[config.mk]
export PLATFORM = sky130hd
export DESIGN_NAME = transposer_pingpong_flat
export DESIGN_NICKNAME = d
export VERILOG_FILES = /design/src/rtl/transposer_pingpong_if.sv /design/src/rtl/transposer_pingpong.sv /design/src/flat_wrapper.sv
export SDC_FILE = /design/constraint.sdc
export NUM_CORES = 2
export LEC_CHECK = 0
export ABC_AREA = 0
export CORE_ASPECT_RATIO = 1.25
export CORE_MARGIN = 10
export CORE_UTILIZATION = 34
export CTS_CLUSTER_DIAMETER = 120
export DETAILED_ROUTE_END_ITERATION = 10
export MAX_ROUTING_LAYER = met4
export PLACE_DENSITY = 0.58
export SKIP_LAST_GASP = 1
export SYNTH_ARGS = -nofsm -noshare
export SYNTH_HDL_FRONTEND = slang
export SYNTH_SLANG_ARGS = --single-unit
[constraint.sdc]
create_clock -name clock -period 30.1 [get_ports clock]
set_clock_uncertainty 0.1 [all_clocks]
set_input_delay 7.525 -clock clock [delete_from_list [all_inputs] [get_ports clock]]
set_output_delay 7.525 -clock clock [all_outputs]
set_load 0.02 [all_outputs]
[src/rtl/transposer_pingpong_if.sv]
// rtl/transposer_pingpong_if.sv - row-in / column-out handshake bundle; stats ports under TRANSPOSER_STATS_EN
interface transposer_pingpong_if #(
  parameter int DIM = 16,
  parameter int W   = 8
);
  logic               io_inRow_valid;
  logic [DIM*W-1:0]   io_inRow_bits;
  logic               io_inRow_ready;
  logic               io_outCol_valid;
  logic [DIM*W-1:0]   io_outCol_bits;
  logic               io_outCol_ready;
`ifdef TRANSPOSER_STATS_EN
  logic [31:0]        io_stat_mats;
  logic [31:0]        io_stat_stalls;
`endif

  modport master (
    output io_inRow_valid,
    output io_inRow_bits,
    input  io_inRow_ready,
    input  io_outCol_valid,
    input  io_outCol_bits,
    output io_outCol_ready
`ifdef TRANSPOSER_STATS_EN
    , input io_stat_mats
    , input io_stat_stalls
`endif
  );

  modport slave (
    input  io_inRow_valid,
    input  io_inRow_bits,
    output io_inRow_ready,
    output io_outCol_valid,
    output io_outCol_bits,
    input  io_outCol_ready
`ifdef TRANSPOSER_STATS_EN
    , output io_stat_mats
    , output io_stat_stalls
`endif
  );
endinterface

[src/rtl/transposer_pingpong.sv]
// rtl/transposer_pingpong.sv - ping-pong DIM x DIM matrix transposer; optional counters under TRANSPOSER_STATS_EN
module transposer_pingpong #(
  parameter int DIM = 16,
  parameter int W   = 8
) (
  input  logic                  clock,
  input  logic                  reset,
  transposer_pingpong_if.slave  io
);
  localparam int AW = (DIM > 1) ? $clog2(DIM) : 1;
  localparam logic [AW-1:0] LAST = AW'(DIM - 1);

  // Two banks of DIM rows; contents are never reset, only the full flags are.
  logic [W-1:0]  mem [2][DIM][DIM];
  logic [1:0]    full;
  logic          wr_bank;
  logic          rd_bank;
  logic [AW-1:0] wr_row;
  logic [AW-1:0] rd_col;

  logic          in_fire;
  logic          out_fire;
  logic          wr_last;
  logic          rd_last;
  logic [1:0]    set_full;
  logic [1:0]    clr_full;

  // Ready and valid come from registered flags only, so neither side sees a combinational path from the other.
  assign io.io_inRow_ready  = !full[wr_bank];
  assign io.io_outCol_valid = full[rd_bank];

  assign in_fire  = io.io_inRow_valid && !full[wr_bank];
  assign out_fire = full[rd_bank] && io.io_outCol_ready;
  assign wr_last  = in_fire && (wr_row == LAST);
  assign rd_last  = out_fire && (rd_col == LAST);

  // Per-bank set/clear requests for the full flags.
  always_comb begin
    set_full = '0;
    clr_full = '0;
    if (wr_last) set_full[wr_bank] = 1'b1;
    if (rd_last) clr_full[rd_bank] = 1'b1;
  end

  // Row storage: an accepted row lands in the current write bank at wr_row.
  always_ff @(posedge clock) begin
    if (in_fire) begin
      for (int i = 0; i < DIM; i++) begin
        mem[wr_bank][wr_row][i] <= io.io_inRow_bits[i*W +: W];
      end
    end
  end

  // Write/read pointers and bank full flags; a clear beats a set on the same bank.
  always_ff @(posedge clock) begin
    if (reset) begin
      full    <= '0;
      wr_bank <= 1'b0;
      rd_bank <= 1'b0;
      wr_row  <= '0;
      rd_col  <= '0;
    end else begin
      if (in_fire) begin
        if (wr_row == LAST) begin
          wr_row  <= '0;
          wr_bank <= ~wr_bank;
        end else begin
          wr_row <= wr_row + AW'(1);
        end
      end
      if (out_fire) begin
        if (rd_col == LAST) begin
          rd_col  <= '0;
          rd_bank <= ~rd_bank;
        end else begin
          rd_col <= rd_col + AW'(1);
        end
      end
      full <= (full | set_full) & ~clr_full;
    end
  end

  // Writer only fills a non-full bank and reader only drains a full one, so set and clear never collide.
  a_no_set_clr_same_bank: assert property (@(posedge clock) disable iff (reset) (set_full & clr_full) == 2'b00);

  // Column mux: element j of the output is row j, column rd_col of the read bank.
  always_comb begin
    io.io_outCol_bits = '0;
    for (int j = 0; j < DIM; j++) begin
      io.io_outCol_bits[j*W +: W] = mem[rd_bank][j][rd_col];
    end
  end

`ifdef TRANSPOSER_STATS_EN
  logic [31:0] stat_mats;
  logic [31:0] stat_stalls;

  assign io.io_stat_mats   = stat_mats;
  assign io.io_stat_stalls = stat_stalls;

  // Completed-matrix and upstream-stall counters, both free-running with wrap.
  always_ff @(posedge clock) begin
    if (reset) begin
      stat_mats   <= '0;
      stat_stalls <= '0;
    end else begin
      if (rd_last) stat_mats <= stat_mats + 32'd1;
      if (io.io_inRow_valid && full[wr_bank]) stat_stalls <= stat_stalls + 32'd1;
    end
  end
`endif

endmodule

[src/flat_wrapper.sv]
// flat-port wrapper written by rule: the top's interface ports become plain ports
module transposer_pingpong_flat 
#(
  parameter int DIM = 16,
  parameter int W   = 8
)
  (clock, reset, io_io_inRow_valid, io_io_inRow_bits, io_io_inRow_ready, io_io_outCol_valid, io_io_outCol_bits, io_io_outCol_ready);
  transposer_pingpong_if #(.DIM(DIM), .W(W)) io_i ();
  input  logic clock;
  input  logic reset;
  input wire logic [$bits(io_i.io_inRow_valid)-1:0] io_io_inRow_valid;
  input wire logic [$bits(io_i.io_inRow_bits)-1:0] io_io_inRow_bits;
  output wire logic [$bits(io_i.io_inRow_ready)-1:0] io_io_inRow_ready;
  output wire logic [$bits(io_i.io_outCol_valid)-1:0] io_io_outCol_valid;
  output wire logic [$bits(io_i.io_outCol_bits)-1:0] io_io_outCol_bits;
  input wire logic [$bits(io_i.io_outCol_ready)-1:0] io_io_outCol_ready;
  assign io_i.io_inRow_valid = io_io_inRow_valid;
  assign io_i.io_inRow_bits = io_io_inRow_bits;
  assign io_io_inRow_ready = io_i.io_inRow_ready;
  assign io_io_outCol_valid = io_i.io_outCol_valid;
  assign io_io_outCol_bits = io_i.io_outCol_bits;
  assign io_i.io_outCol_ready = io_io_outCol_ready;
  transposer_pingpong #(.DIM(DIM), .W(W)) u_core (.clock(clock), .reset(reset), .io(io_i));
endmodule
After elaboration in Yosys (flattened, before gate mapping)
Memory sizes are Yosys's and may differ from the RTL's. A register that Yosys moved wholly into a read port is not among the register bits.
Index checks and enable logic that the tools add are counted.

storage, ports and cells
  bits in registers = 12
  bits in latches = 0
  RAM bits = 4096
  bits in read-only memories = 0
  input port bits = 132
  output and inout port bits = 130
  word-level logic and storage cells = 61585
  memories = 1

memories
  name        depth  width  rd ports  clocked after memory_dff  wr ports  line                       text
  u_core.mem  2      2048   1         1                         1         transposer_pingpong.sv:14  logic [W-1:0] mem [2][DIM][DIM];

cells by class
  add/subtract/negate cells = 2
  $mul = 0
  div/mod/pow operators = 0
  $lt $le $gt $ge = 7
  eq/ne operators = 2
  shift operators = 0
  mux-type cells = 30831
  bitwise operators = 30727
  reductions and logical operators = 10

operators with widths
  cell                                                            number
  2048-bit two-way mux                                            16
  1-bit two-way mux                                               30729
  1-bit bitwise OR                                                30720
  128-bit demux with 4-bit select                                 16
  8-bit binary-select mux with 4-bit select                       16
  8-bit two-way mux                                               33
  128-bit two-way mux                                             1
  120-bit two-way mux                                             1
  112-bit two-way mux                                             1
  104-bit two-way mux                                             1
  96-bit two-way mux                                              1
  88-bit two-way mux                                              1
  80-bit two-way mux                                              1
  72-bit two-way mux                                              1
  64-bit two-way mux                                              1
  56-bit two-way mux                                              1
  48-bit two-way mux                                              1
  40-bit two-way mux                                              1
  32-bit two-way mux                                              1
  24-bit two-way mux                                              1
  16-bit two-way mux                                              1
  5-bit >= comparator (second input constant)                     2
  4-bit NOT with 5-bit output                                     2
  4-bit by 1-bit adder with 4-bit output (second input constant)  2
  other kinds (14)                                                28

Longest topological paths before layout
  word-level depth = 21
  mapped depth = 8
  depth with buffers taken out = 6

Worst setup path before layout
Ideal clock, no wire load.

  path type = input to register
  start point = input port io_io_inRow_valid
  end point = memory u_core.mem[0][1152] in the netlist's numbering, enable pin
  library setup time = 0.630 ns
  arrival time = 14.263 ns
  data required time = 29.370 ns
  path slack = 15.107 ns
  cell stages on the path = 6
  buffers on the path = 3
  cells stage by stage = inv_2 > buf_4 > nor4_4 > buf_2 > buf_2 > nor2b_1

on the way
  word-level cells in the longest chain between the ends = 18
  elaborated cells on any way between the ends = 33
  classes of those cells = 17 x mux; 15 x bitwise; 1 x reduce/logical

RTL lines
  element                                    line                       text
  start: declaration                         flat_wrapper.sv:11         input wire logic [$bits(io_i.io_inRow_valid)-1:0] io_io_inRow_valid;
  1-bit logical AND *                        n/a
  1-bit two-way mux *                        n/a
  2048-bit two-way mux                       n/a
  1-bit bitwise OR (no line) (14 in series)  n/a
  1-bit bitwise OR (no line) *               n/a
  end: declaration                           transposer_pingpong.sv:14

Every way passes the cells marked *; elsewhere a longest branch is shown, timed or not.

Worst setup path in the final report
  start point = register u_core.rd_col[1]
  end point = output port io_io_outCol_bits[50]

on the way
  word-level cells in the longest chain between the ends = 4

RTL lines
  element                                    line                       text
  start: declaration                         transposer_pingpong.sv:19  logic [AW-1:0] rd_col;
  start signal: assignment                   transposer_pingpong.sv:76  rd_col <= rd_col + AW'(1);
  4-bit NOT with 5-bit output                n/a
  8-bit binary-select mux with 4-bit select  n/a
  8-bit two-way mux (2 in series)            n/a
  end: declaration                           flat_wrapper.sv:15         output wire logic [$bits(io_i.io_outCol_bits)-1:0] io_io_outCol_bits;

Every way passes these cells. The select of a mux whose other input is x is not followed.

==> results.md <==
- Outcome: finished clean
- Overall routing resource usage: 0.213
- Initial Util: 0.341
- Routability cong.: a little under 0.8
- TNS Setup: 0 ns
- DIE AREA: 0.533 sq mm
- Flops & latches, synth: 4109
- Hold Path Class: register to register
- Number of buffer cells added on primary ports: 261
- Post-synthesis area per instance: approximately 19 sq um
- Top delay family on crit path: buffers and inverters
- Clk Latency, worst-skew pair: 0.95 ns
- Crit-path most repeated cell: buf_4
- Syn_nets: between 9000 and 10000
- Mapped Cells: between 8000 and 9000
- Clock network fraction of total power: 0.407
- Internal Dissipation: 9110 uW
- First-pass GRT wire length: between 700 and 800 mm
- Ports: ~260
- Clock sinks: slightly above 4000
- Slowest stage delay, CP: 0.98 ns
- Post-Route WL: 569 mm
- Row count: ~290
- First DRT Iteration DRCs: about 15000
- ANT nets after route: 0
- Sequential share of power: 0.547
- Synthesis Warnings: 0
- Vias in the first global route: approximately 97000
- Register area share after synthesis: 0.719
- Post-synth EDFFs: slightly above 4000
- Final Hold Viols: 0
- Root buf cell: clkbuf_16
- Total CTS buffers: around 390
- R2R Path Start: u_core.wr_bank
- Critical path type: register to primary output
- HP Start: u_core.full[0]
- Logic pwr share: 0.046
- Crit path max fanout: 133
- CP Data Arrival Time: between 8 and 9 ns
- Async set-reset flop share out of synthesis: 0
- Fin crit share: 0.526
- Final Instance Area: 0.192 sq mm
- Total number of vias: roughly 95000
- Sw Pwr: 2530 uW
- Slowest-stage cell, CP: buf_4
- Setup crit end kind: primary output
- CTS H-tree depth: 5
- Min cycle time layout: 15.83 ns
- # fillers: ~45000
- Area after DPL: roughly 0.18 sq mm
- CTS Hold Bufs: 0
- Fin nets: between 9000 and 10000
- Net Sw Frac: 0.217
- Fmax: approximately 63 MHz
- Pleak: between 0.06 and 0.07 uW
- DR WL/cell: roughly 36 um
- Worst slew pin tran: approximately 1.2 ns
- Worst-path clk slew: approximately 0.07 ns
- Synth cell types: between 40 and 50
- CP Launch Type: register
- Endpoints failing setup: 0
- Main synth FF type: edfxtp_1
- Share of layout cells above drive strength 1: 0.228
- Worst slew margin: 0.171
- CTS tree: yes
- Worst Path Required: 22.48 ns
- Chip Height: ~810 um
- Grt total ovfl: 0
- Synthesis-to-finish area growth: 12.1%
- CTS resizes: 0
- DRT Pass-1 Iters: 6
- Largest net degree at the start of global routing: between 100 and 150
- Hpwl dp: about 310 mm
- Fin. max-slew vios: 0
- Critical Path Start: u_core.rd_col[1]
- Die X: ~650 um
- Critical-path cell list: buf_4 > buf_4 > buf_4 > buf_12 > buf_4 > mux4_2 > o22ai_1 > nor4_1 > clkdlybuf4s50_1
- Buf/Inv on CP: 6
- Mapped Area: roughly 0.17 sq mm
- P per Cell Area: 60.6 mW/mm^2
- RSZ-0062 raised after global routing: no
- Max clock buf depth: 4
- Post-CTS setup buffer count: 0
- # Max-Cap Violations: 0
- Core Box Area: about 0.50 sq mm
- Maximum vdd drop: around 0.000048 V
- DR DRC count: 0
- Antenna violations before repair: between 100 and 150
- Routed vias/inst: 5.96
==> cell type report <==
| cell class | count | area [sq um] | area share |
|---|---|---|---|
| Inverter | 9 | 33.8 | 0.000176 |
| Multi-Input combinational cell | 3860 | 44100 | 0.229 |
| Sequential cell | 4109 | 123000 | 0.642 |
| Antenna cell | 80 | 200 | 0.00104 |
| Tap cell | 6592 | 8250 | 0.0429 |
| Clock inverter | 216 | 1630 | 0.00848 |
| Clock buffer | 478 | 10300 | 0.0534 |
| Timing Repair Buffer | 554 | 4440 | 0.0231 |
==> cells by family after synthesis <==
logic type,after synthesis,synth area share
adder cells (fa/ha/maj),7,0.000511
buffers and inverters,964,0.0264
AO/OA/AOI/OAI,2474,0.105
XOR/XNOR,5,0.000256
flip-flops,4109,0.719
AND/OR/NAND/NOR,332,0.0138
multiplexers,1042,0.135
==> registers in the layout, indices dropped and copies added, names as in the netlist, named ones only <==
register	flops
u_core.mem	4096
u_core.rd_col	4
u_core.wr_row	4
u_core.full	2
u_core.rd_bank	1
u_core.wr_bank	1
==> power groups by stage <==
stage	Sequential, uW	Combinational, uW	Clock, uW
2_1_floorplan	6490	275	0
3_3_place_gp	6480	506	0
3_5_place_dp	6480	530	0
4_1_cts	6360	531	4800
5_1_grt	6360	554	5010
6_report	6360	535	4740
==> final timing paths <==
check | to | slack (ns) | depth (start not counted)
min | u_core.full[0] | 0.43 | 1
min reg2reg | u_core.full[0] | 0.43 | 1
max reg2reg | u_core.mem[0][1408] | 25.35 | 6
max | io_io_outCol_bits[50] | 14.27 | 9
==> cell usage after synthesis (8+ instances only) <==
master / instances / area share
a211oi_1: 16 / 0.00070
a21o_1: 1920 / 0.084
a21oi_1: 21 / 0.00061
a221o_1: 16 / 0.00093
a22oi_1: 16 / 0.00070
and2_1: 17 / 0.00062
buf_1: 188 / 0.0041
buf_2: 291 / 0.0085
buf_6: 71 / 0.0047
clkbuf_1: 403 / 0.0088
dfxtp_1: 13 / 0.0015
edfxtp_1: 4096 / 0.72
inv_1: 8 / 0.00018
mux2_2: 33 / 0.0022
mux4_2: 1008 / 0.13
nor2b_1: 111 / 0.0041
nor2b_2: 35 / 0.0018
nor4_1: 112 / 0.0041
nor4_4: 16 / 0.0020
o22ai_1: 464 / 0.017
o32ai_1: 16 / 0.00082
==> cell usage in the layout (no fill, tap or decap), types with 4 or more instances in the layout <==
cell and instances:
buf_12 11, clkbuf_16 398, xnor2_1 4, clkinv_1 104, a22oi_1 16, inv_1 8
nor4_1 80, edfxtp_1 4096, buf_2 84, bufinv_16 23, a211oi_1 12, nor2_1 7
dfxtp_1 9, nor2b_4 16, and2_4 16, nor3_1 6, diode_2 80, buf_4 316
mux2_2 33, inv_6 8, ha_1 7, a21o_1 1920, clkdlybuf4s50_1 143, clkinvlp_4 5
nand2_1 7, nor4_2 28, a211oi_2 4, nor2b_1 93, clkinv_2 71, o32ai_1 16
clkbuf_1 80, o22ai_1 464, a221o_1 16, nor2b_2 37, nand3_1 5, a21oi_1 21
mux4_2 1008, nor4_4 20
==> worst register-to-register path, stage by stage (launching register included) <==
cell and delay [ns]:
dfxtp_2 0.34, mux2_4 0.48, nor4_4 0.36, buf_12 0.42, nor2b_4 1.10, buf_4 0.76, buf_4 0.73
==> stage by stage <==
step                power (uW)  setup WS [ns]   util  instances  hold slack (ns)
floorplan                 6760          15.11      -       8933            0.357
global placement          6990          15.22  0.358      15124            0.380
detailed placement        7010          15.18  0.358      15124            0.402
CTS                      11700          14.14  0.382      15818            0.422
global route             11900          14.08  0.382      15870            0.461
finish                   11600          14.27  0.382      15898            0.428
==> routing by layer <==
| metal | vias up | global-route usage | share of wire | wire length [um] |
|---|---|---|---|---|
| li1 | 37105 | - | - | - |
| met1 | 51396 | 0.255 | 0.36 | 204000 |
| met2 | 5311 | 0.355 | 0.50 | 286000 |
| met3 | 991 | 0.0402 | 0.094 | 53600 |
| met4 | 0 | 0.0866 | 0.045 | 25700 |
| met5 | - | - | 0 | 0 |
Power figures use the tool's default switching activity.
